--- src/rtl/tis_node_sequencer_if.sv ---
// Neighbour-port handshake bundle for a TIS node sequencer.
// master = sequencer side (drives rd_ready/wr_valid), slave = neighbour link side.
interface tis_node_sequencer_if #(
  parameter int unsigned DATA_W = 11
);
  logic              rd_valid;
  logic              rd_ready;
  logic [DATA_W-1:0] rd_data;
  logic              wr_valid;
  logic              wr_ready;

  modport master (
    input  rd_valid,
    input  rd_data,
    input  wr_ready,
    output rd_ready,
    output wr_valid
  );

  modport slave (
    output rd_valid,
    output rd_data,
    output wr_ready,
    input  rd_ready,
    input  wr_valid
  );
endinterface

--- src/rtl/tis_node_sequencer.sv ---
// Per-node TIS-100 control FSM: owns the pc, stalls on neighbour ports, strobes commits.
// Optional macro TIS_SEQ_STEP_EN adds i_step to single-step instructions in EXEC.
module tis_node_sequencer #(
  parameter int unsigned ADDR_W = 4,
  parameter int unsigned DATA_W = 11
) (
  input  logic                     clk,
  input  logic                     rst_n,
  input  logic                     i_run,
`ifdef TIS_SEQ_STEP_EN
  input  logic                     i_step,
`endif
  input  logic [ADDR_W-1:0]        i_last_line,
  input  logic [3:0]               i_pc_instr,
  input  logic signed [DATA_W-1:0] i_const_val,
  input  logic signed [DATA_W-1:0] i_acc,
  input  logic                     i_src_port,
  input  logic                     i_dst_port,
  tis_node_sequencer_if.master     port_if,
  output logic signed [DATA_W-1:0] o_port_data,
  output logic [ADDR_W-1:0]        o_pc,
  output logic                     o_exec_en,
  output logic                     o_stall
);

  localparam logic [3:0] OP_JMP = 4'd7;
  localparam logic [3:0] OP_JEZ = 4'd8;
  localparam logic [3:0] OP_JNZ = 4'd9;
  localparam logic [3:0] OP_JGZ = 4'd10;
  localparam logic [3:0] OP_JLZ = 4'd11;
  localparam logic [3:0] OP_JRO = 4'd12;
  localparam logic [ADDR_W-1:0] PcOne = ADDR_W'(1);

  typedef enum logic [1:0] {StExec, StRdWait, StWrWait} state_e;

  state_e                   r_state;
  logic [ADDR_W-1:0]        r_pc;
  logic                     r_rd_ready;
  logic                     r_wr_valid;
  logic                     r_exec_en;
  logic signed [DATA_W-1:0] r_port_data;

  logic                     w_adv;
  logic                     w_is_jump;
  logic                     w_taken;
  logic [ADDR_W-1:0]        w_seq_pc;
  logic [ADDR_W-1:0]        w_jmp_pc;
  logic [ADDR_W-1:0]        w_jro_pc;
  logic [ADDR_W-1:0]        w_next_pc;
  logic signed [DATA_W-1:0] w_offset;
  logic signed [DATA_W:0]   w_jro_sum;
  logic signed [DATA_W:0]   w_last_ext;

`ifdef TIS_SEQ_STEP_EN
  assign w_adv = i_run & i_step;
`else
  assign w_adv = i_run;
`endif

  assign w_offset   = i_src_port ? r_port_data : i_const_val;
  assign w_last_ext = $signed({{(DATA_W + 1 - ADDR_W){1'b0}}, i_last_line});
  assign w_jro_sum  = $signed({{(DATA_W + 1 - ADDR_W){1'b0}}, r_pc})
                    + $signed({w_offset[DATA_W-1], w_offset});

  always_comb begin
    // pc beyond last_line (last_line lowered mid-program) also wraps to 0
    w_seq_pc = (r_pc >= i_last_line) ? '0 : r_pc + PcOne;
    w_jmp_pc = (i_const_val[ADDR_W-1:0] > i_last_line) ? i_last_line
                                                        : i_const_val[ADDR_W-1:0];
    if (w_jro_sum[DATA_W]) begin
      w_jro_pc = '0;
    end else if (w_jro_sum > w_last_ext) begin
      w_jro_pc = i_last_line;
    end else begin
      w_jro_pc = w_jro_sum[ADDR_W-1:0];
    end

    w_is_jump = 1'b1;
    w_taken   = 1'b0;
    case (i_pc_instr)
      OP_JMP:  w_taken = 1'b1;
      OP_JEZ:  w_taken = (i_acc == '0);
      OP_JNZ:  w_taken = (i_acc != '0);
      OP_JGZ:  w_taken = !i_acc[DATA_W-1] && (i_acc != '0);
      OP_JLZ:  w_taken = i_acc[DATA_W-1];
      OP_JRO:  w_taken = 1'b0;
      default: w_is_jump = 1'b0;
    endcase

    if (i_pc_instr == OP_JRO) begin
      w_next_pc = w_jro_pc;
    end else if (w_taken) begin
      w_next_pc = w_jmp_pc;
    end else begin
      w_next_pc = w_seq_pc;
    end
  end

  always_ff @(posedge clk or negedge rst_n) begin
    if (!rst_n) begin
      r_state     <= StExec;
      r_pc        <= '0;
      r_rd_ready  <= 1'b0;
      r_wr_valid  <= 1'b0;
      r_exec_en   <= 1'b0;
      r_port_data <= '0;
    end else begin
      r_exec_en <= 1'b0;
      unique case (r_state)
        StExec: begin
          if (w_adv) begin
            if (i_src_port) begin
              r_state    <= StRdWait;
              r_rd_ready <= 1'b1;
            end else if (i_dst_port) begin
              r_state    <= StWrWait;
              r_wr_valid <= 1'b1;
            end else begin
              r_pc      <= w_next_pc;
              r_exec_en <= ~w_is_jump;
            end
          end
        end
        StRdWait: begin
          // Transfers complete even with run low; rd_ready low afterwards marks data held
          if (r_rd_ready) begin
            if (port_if.rd_valid) begin
              r_port_data <= port_if.rd_data;
              r_rd_ready  <= 1'b0;
            end
          end else if (i_run) begin
            if (i_dst_port) begin
              r_state    <= StWrWait;
              r_wr_valid <= 1'b1;
            end else begin
              r_state   <= StExec;
              r_pc      <= w_next_pc;
              r_exec_en <= ~w_is_jump;
            end
          end
        end
        StWrWait: begin
          if (r_wr_valid) begin
            if (port_if.wr_ready) begin
              r_wr_valid <= 1'b0;
              if (i_run) begin
                r_state   <= StExec;
                r_pc      <= w_next_pc;
                r_exec_en <= ~w_is_jump;
              end
            end
          end else if (i_run) begin
            r_state   <= StExec;
            r_pc      <= w_next_pc;
            r_exec_en <= ~w_is_jump;
          end
        end
        default: r_state <= StExec;
      endcase
    end
  end

  assign port_if.rd_ready = r_rd_ready;
  assign port_if.wr_valid = r_wr_valid;
  assign o_port_data      = r_port_data;
  assign o_pc             = r_pc;
  assign o_exec_en        = r_exec_en;
  assign o_stall          = (r_state != StExec);

endmodule
--- src/flat_wrapper.sv ---
// flat-port wrapper written by rule: the top's interface ports become plain ports
module tis_node_sequencer_flat 
#(
  parameter int unsigned ADDR_W = 4,
  parameter int unsigned DATA_W = 11
)
  (clk, rst_n, i_run, i_last_line, i_pc_instr, i_const_val, i_acc, i_src_port, i_dst_port, o_port_data, o_pc, o_exec_en, o_stall, port_if_rd_valid, port_if_rd_data, port_if_wr_ready, port_if_rd_ready, port_if_wr_valid);
  tis_node_sequencer_if #(.DATA_W(DATA_W)) port_if_i ();
  input  logic clk;
  input  logic rst_n;
  input  logic i_run;
  input  logic [ADDR_W-1:0] i_last_line;
  input  logic [3:0] i_pc_instr;
  input  logic signed [DATA_W-1:0] i_const_val;
  input  logic signed [DATA_W-1:0] i_acc;
  input  logic i_src_port;
  input  logic i_dst_port;
  output logic signed [DATA_W-1:0] o_port_data;
  output logic [ADDR_W-1:0] o_pc;
  output logic o_exec_en;
  output logic o_stall;
  input wire logic [$bits(port_if_i.rd_valid)-1:0] port_if_rd_valid;
  input wire logic [$bits(port_if_i.rd_data)-1:0] port_if_rd_data;
  input wire logic [$bits(port_if_i.wr_ready)-1:0] port_if_wr_ready;
  output wire logic [$bits(port_if_i.rd_ready)-1:0] port_if_rd_ready;
  output wire logic [$bits(port_if_i.wr_valid)-1:0] port_if_wr_valid;
  assign port_if_i.rd_valid = port_if_rd_valid;
  assign port_if_i.rd_data = port_if_rd_data;
  assign port_if_i.wr_ready = port_if_wr_ready;
  assign port_if_rd_ready = port_if_i.rd_ready;
  assign port_if_wr_valid = port_if_i.wr_valid;
  tis_node_sequencer #(.ADDR_W(ADDR_W), .DATA_W(DATA_W)) u_core (.clk(clk), .rst_n(rst_n), .i_run(i_run), .i_last_line(i_last_line), .i_pc_instr(i_pc_instr), .i_const_val(i_const_val), .i_acc(i_acc), .i_src_port(i_src_port), .i_dst_port(i_dst_port), .port_if(port_if_i), .o_port_data(o_port_data), .o_pc(o_pc), .o_exec_en(o_exec_en), .o_stall(o_stall));
endmodule
--- config.mk ---
export PLATFORM = sky130hd
export DESIGN_NAME = tis_node_sequencer_flat
export DESIGN_NICKNAME = d
export VERILOG_FILES = /design/src/rtl/tis_node_sequencer_if.sv /design/src/rtl/tis_node_sequencer.sv /design/src/flat_wrapper.sv
export SDC_FILE = /design/constraint.sdc
export NUM_CORES = 1
export LEC_CHECK = 0
export CAP_MARGIN = 10
export CORE_MARGIN = 8
export CORE_UTILIZATION = 35
export DETAILED_ROUTE_END_ITERATION = 8
export PLACE_DENSITY = 0.71
export SETUP_SLACK_MARGIN = 0.2
export SLEW_MARGIN = 20
export SYNTH_ARGS = -nofsm -noshare
export SYNTH_HDL_FRONTEND = slang
export SYNTH_SLANG_ARGS = --single-unit
--- constraint.sdc ---
create_clock -name clk -period 3.8 [get_ports clk]
set_input_delay 0.57 -clock clk [delete_from_list [all_inputs] [get_ports clk]]
set_output_delay 0.57 -clock clk [all_outputs]
set_load 0.005 [all_outputs]
# Word level (Yosys, flattened, before mapping)

Cells that the tools add are included.

Register bits after elaboration: 20
Bits in latches: 0
RAM bits: 0
Memory bits (read-only): 0
Input port bits: 48
Output and inout bits: 19
Logic and storage cells: 91
Memories: 0

Add/subtract/negate cells: 2
Multipliers: 0
Div/mod/pow operators: 0
Magnitude comparators: 3
Eq/ne operators: 15
Shift operators: 0
Multiplexer cells: 50
Bitwise logic cells: 1
Reduce and logical (&&, ||, !) cells: 14

Operator list:

| cell                                                 | number |
|---|---|
| two-way mux 4 bit                                    | 14 |
| equality test 4 bit (second input constant)          | 5 |
| two-way mux 1 bit                                    | 20 |
| two-way mux 2 bit                                    | 9 |
| adder 5 x 11 -> 12 bit                               | 1 |
| > comparator 12 x 5 -> 1 bit                         | 1 |
| case mux 4 bit (3 select lines)                      | 1 |
| logical NOT 11 bit                                   | 1 |
| two-way mux 11 bit                                   | 1 |
| nonzero test 11 bit                                  | 1 |
| != test 2 bit (second input constant)                | 5 |
| AND reduction 5 bit                                  | 2 |
| != test 3 bit (second input constant)                | 2 |
| case mux 1 bit (3 select lines)                      | 2 |
| case mux 2 bit (3 select lines)                      | 1 |
| AND reduction 3 bit                                  | 2 |
| AND reduction 6 bit                                  | 1 |
| OR reduction 6 bit                                   | 1 |
| case mux 1 bit (5 select lines)                      | 1 |
| adder 4 x 1 -> 4 bit (second input constant)         | 1 |
| equality test 4 x 3 -> 1 bit (second input constant) | 1 |
| >= comparator 4 bit                                  | 1 |
| > comparator 4 bit                                   | 1 |
| nonzero test 2 bit                                   | 2 |
| other kinds (8)                                      | 8 |

# Depth between registers and ports, before layout

Gate-level depths: netlist of run 1.

Depth in word-level cells: 10
Mapped depth: 17
Gate-level depth less buffers: 14

# Worst setup path after synthesis of run 1

Ideal clock, no wire load.

Kind: input to register
From: input i_src_port
To: register u_core.r_pc[3] (netlist: u_core.o_pc[3])
Library setup time: 0.135 ns
Arrival time: 3.372 ns
Required time: 3.665 ns
Path slack: 0.293 ns
Stages on the path: 16
Cell sequence: buf_6 > buf_2 > buf_1 > mux2_2 > ha_1 > nand2_1 > o21ai_0 > a21oi_1 > ha_1 > nand3_1 > o22ai_1 > o22ai_1 > o311a_1 > o211ai_1 > mux2i_1 > o211ai_1

Word-level cells in the longest chain between the ends: 10

RTL lines:

| element                                     | RTL line                                                                        | RTL |
|---|---|---|
| start, declared                             | flat_wrapper.sv:16                                                              | `input logic i_src_port;` |
| two-way mux 11 bit                          | tis_node_sequencer.sv:60                                                        | `assign w_offset = i_src_port ? r_port_data : i_const_val;` |
| adder 5 x 11 -> 12 bit                      | tis_node_sequencer.sv:63                                                        | `+ $signed({w_offset[DATA_W-1], w_offset});` |
| > comparator 12 x 5 -> 1 bit                | tis_node_sequencer.sv:72                                                        | `end else if (w_jro_sum > w_last_ext) begin` |
| two-way mux 4 bit                           | tis_node_sequencer.sv:72                                                        |  |
| two-way mux 4 bit                           | tis_node_sequencer.sv:70                                                        | `if (w_jro_sum[DATA_W]) begin` |
| two-way mux 4 bit                           | tis_node_sequencer.sv:90                                                        | `if (i_pc_instr == OP_JRO) begin` |
| two-way mux 4 bit, on equally long branches | n/a                                                                             |  |
| two-way mux 4 bit, on equally long branches | tis_node_sequencer.sv:144, tis_node_sequencer.sv:112, tis_node_sequencer.sv:131 |  |
| two-way mux 4 bit, on equally long branches | tis_node_sequencer.sv:143, tis_node_sequencer.sv:111, tis_node_sequencer.sv:126 |  |
| case mux 4 bit (3 select lines)             | tis_node_sequencer.sv:109                                                       | `unique case (r_state)` |
| end signal, assigned                        | tis_node_sequencer.sv:119                                                       | `r_pc <= w_next_pc;` |
| end signal, assigned                        | tis_node_sequencer.sv:148                                                       | `r_pc <= w_next_pc;` |
| end signal, assigned                        | tis_node_sequencer.sv:154                                                       | `r_pc <= w_next_pc;` |
| end, declared                               | tis_node_sequencer.sv:37                                                        | `logic [ADDR_W-1:0] r_pc;` |

Several ways; a longest one is shown, not always the timed one. The select of a mux whose other input is x is not followed.
A chain may end at the register's enable or synchronous reset.

# Final worst setup path of run 1

From: input i_const_val[1]
To: register u_core.r_pc[2] (netlist: u_core.o_pc[2])

Word-level cells in the longest chain between the ends: 10

RTL lines:

| element                                     | RTL line                                                                        | RTL |
|---|---|---|
| start, declared                             | flat_wrapper.sv:14                                                              | `input logic signed [DATA_W-1:0] i_const_val;` |
| two-way mux 11 bit                          | tis_node_sequencer.sv:60                                                        |  |
| adder 5 x 11 -> 12 bit                      | tis_node_sequencer.sv:63                                                        |  |
| > comparator 12 x 5 -> 1 bit                | tis_node_sequencer.sv:72                                                        |  |
| two-way mux 4 bit                           | tis_node_sequencer.sv:72                                                        |  |
| two-way mux 4 bit                           | tis_node_sequencer.sv:70                                                        |  |
| two-way mux 4 bit (*)                       | tis_node_sequencer.sv:90                                                        |  |
| two-way mux 4 bit, on equally long branches | n/a                                                                             |  |
| two-way mux 4 bit, on equally long branches | tis_node_sequencer.sv:144, tis_node_sequencer.sv:112, tis_node_sequencer.sv:131 |  |
| two-way mux 4 bit, on equally long branches | tis_node_sequencer.sv:143, tis_node_sequencer.sv:111, tis_node_sequencer.sv:126 |  |
| case mux 4 bit (3 select lines) (*)         | tis_node_sequencer.sv:109                                                       |  |

Mark *: on every way between the ends. The rest lies on a longest branch, timed or not. The select of a mux whose other input is x is not followed.

==> metrics.cfg, run 1 <==
[floorplanning]
initial_utilization = 0.363
die_w_um = 89.1
die_area_sq_mm = 0.00793
die_h_um = 89.1
io_pins = 67
rows = 26
fp.coreArea_sq_mm = 0.00514

[global_routing]
grt_pass1_vias = 1876
antenna_found_initial = 0
grt_max_degree = 21
grt-ovfl-total = 0
grt_usage = 0.147
grt_first_pass_wirelength_mm = 9.03

[layout]
multi_input_area_sq_mm = 0.00127
fin_nets = 349
drive_gt1_frac = 0.121
n_antenna_cell = 0
layout_commonest_cell = clkdlybuf4s50_1
synthToLayoutAreaGrowth_pct = 44.5
final_cell_mix = clkdlybuf4s50_1 (64), inv_1 (21), dfrtp_1 (20)
n_fill_cell = 518
regArea_sq_um = 500

[clock_tree]
clk_pin_slew_ps = 80
cts.sinks = 20
htree_levels = 1
numCtsBuffers = 3
clockBufferDepth = 2
cts_tree = yes
clockRootBuffer = clkbuf_8
clk_latency_ps = 270

[route]
wl_per_cell_um = 16.0
ant_nets = 0
wl_met2_mm = 2.86
drtIter0Drc = 225
top_layer = met4
vias_per_cell = 5.28
drtPass1Iterations = 4
wl_met3_um = 243
drt-met1-wl_mm = 2.46
vias = 1857
remaining_drc_errors = 0
wirelength_mm = 5.62

[yosys]
synth-edff-count = 0
synthDistinctLibCells = 49
netlist_area_sq_mm = 0.00187
synth_warnings = 0
avgSynthCellArea_sq_um = 8.81
ys_seq_area_frac = 0.268
synth-main-ff-cell = dfrtp_1
async_flop_share = 1.00
ys_seq_elements = 20
syn_nets = 278
synthCells = 212

[sta]
post-route-min-period_ps = 3370
worst_slew_pin_slew_ps = 625
setup_slack_ps = 431
hold_viol = 0
rsz0062_at_grt = false
drv_slew = 0
max_slew_margin = 0.582
setup_viol = 0
final.setup.tns_ps = 0
fmax_ghz = 0.297
hold_slack_ps = 249
min_period_over_period = 0.887
skew_ps = 5.43

[setup_path]
cp-end-kind = flop
path_max_fanout = 4
cp_data_arrival_time_ps = 3510
crit_type = input pin to flop
cp-start-kind = input pin
worst_ep_required_time_ps = 3940

[pwr]
vdd_drop_max_v = 0.000305
leakage_nw = 1.19
p_per_area_mw_per_mm2 = 581

[min_path]
min_path_type = input pin to asynchronous set/reset pin

[placement]
globalplace.congestion = 0.928
hpwlAfterDp_mm = 4.61
pre_cts_slack_ps = -35.3
portBuffers = 66

[flow_run]
maxCapViolCount = 0

[outcome]
outcome = complete, no violations

[worst max-delay path, stage by stage]
cell and delay [ps]:
clkdlybuf4s50_1 560, mux2i_1 120, buf_4 150, buf_4 120, fa_1 440, xnor2_2 200, ha_1 280, a21oi_1 160
o22ai_1 90, o22ai_1 130, o311a_1 170, o211ai_1 210, mux2i_1 210, o211ai_1 90
[cells in the mapped netlist, types with 2 or more instances]
master    count  area share
and3_1        3       0.010
mux2i_1      10       0.054
a21oi_1       8       0.021
nor3b_1       2      0.0080
nand2b_1      4       0.013
nor4_1        4       0.013
xnor2_1       5       0.023
ha_1         17        0.11
nand2_1      15       0.030
nor3_1        5       0.013
mux2_2       17        0.10
nor2b_1       3       0.010
dfrtp_1      20        0.27
o21ai_0      19       0.051
nand4_1       3       0.010
nand3_1       8       0.021
nor2_1        9       0.018
a32oi_1       2      0.0094
o21ai_1       3      0.0080
o211ai_1      4       0.016
inv_1        21       0.042
o21a_1        2      0.0080
o22ai_1       2      0.0067
[report_power, final]
group | switching (W) | internal, W | total [W]
clock | 0.0000771 | 0.000141 | 0.000218
combinational | 0.000378 | 0.000514 | 0.000892
sequential | 0.000148 | 0.000310 | 0.000458
[cell type report]
type	instances	share of cell area
well taps	70	0.0325
flip-flops and latches	20	0.185
clock buffers	3	0.0153
repair buffers	70	0.255
inverters	21	0.0292
clock inverters	1	0.0111
multi-input cells	167	0.471
[flip-flops by register name (all words and copies together), names as in the netlist]
register	cells
u_core.o_port_data	11
u_core.port_if.wr_valid	1
u_core.port_if.rd_ready	1
u_core.o_exec_en	1
u_core.r_state	2
u_core.o_pc	4
[per-stage QoR]
stage / area (sq um) / std cells / power [W] / utilization
2_1_floorplan: 1870 / 212 / 0.000922 / -
3_3_place_gp: 2620 / 347 / 0.00132 / 0.509
3_5_place_dp: 2620 / 347 / 0.00134 / 0.509
4_1_cts: 2690 / 351 / 0.00157 / 0.523
5_1_grt: 2700 / 352 / 0.00170 / 0.525
6_report: 2700 / 352 / 0.00157 / 0.525
[logic make-up (layout without fill, tap and decap cells)]
kind of cell / count (synthesis) / in the layout / share of synthesized area
buffers and inverters: 25 / 95 / 0.0549
xor gates and xnor gates: 5 / 5 / 0.0234
adders and majority gates: 18 / 18 / 0.125
and+or+nand+nor: 65 / 65 / 0.188
AOI/OAI and AO/OA: 51 / 51 / 0.178
muxes: 28 / 28 / 0.164
DFF: 20 / 20 / 0.268
[worst paths after layout]
check	start	end	slack, ps	cells past startpoint
setup reg to reg	u_core.o_port_data[2]$_DFFE_PN0P_	u_core.o_pc[2]$_DFFE_PN0P_	880	13
hold reg to reg	u_core.port_if.wr_valid$_DFFE_PN0P_	u_core.port_if.wr_valid$_DFFE_PN0P_	540	2
max in group asynchronous	rst_n	u_core.o_port_data[4]$_DFFE_PN0P_	3220	1
min in group clk	u_core.port_if.wr_valid$_DFFE_PN0P_	u_core.port_if.wr_valid$_DFFE_PN0P_	540	2
hold / removal	rst_n	u_core.o_port_data[8]$_DFFE_PN0P_	250	1
setup / recovery	i_const_val[1]	u_core.o_pc[2]$_DFFE_PN0P_	430	14
[routing by layer]
layer,up-vias,global-route usage
met5,-,0
met1,887,0.182
li1,921,-
met3,5,0.0322
met2,44,0.250
met4,0,0.0393
[timing repair]
item / in CTS / in global routing
gates resized for setup: 0 / 3
buffers inserted: 0 / 1
hold buffers: 0 / 0
endpoints found under the setup margin: 0 / 4
Note: power is estimated with default switching activity, not from simulation.
==> run 2, diff against run 1 <==
Settings changed: CTS_CLUSTER_SIZE set to 24.
==> results of run 2 <==
No change in the layout: final DEF, timing and power equal those of run 1.
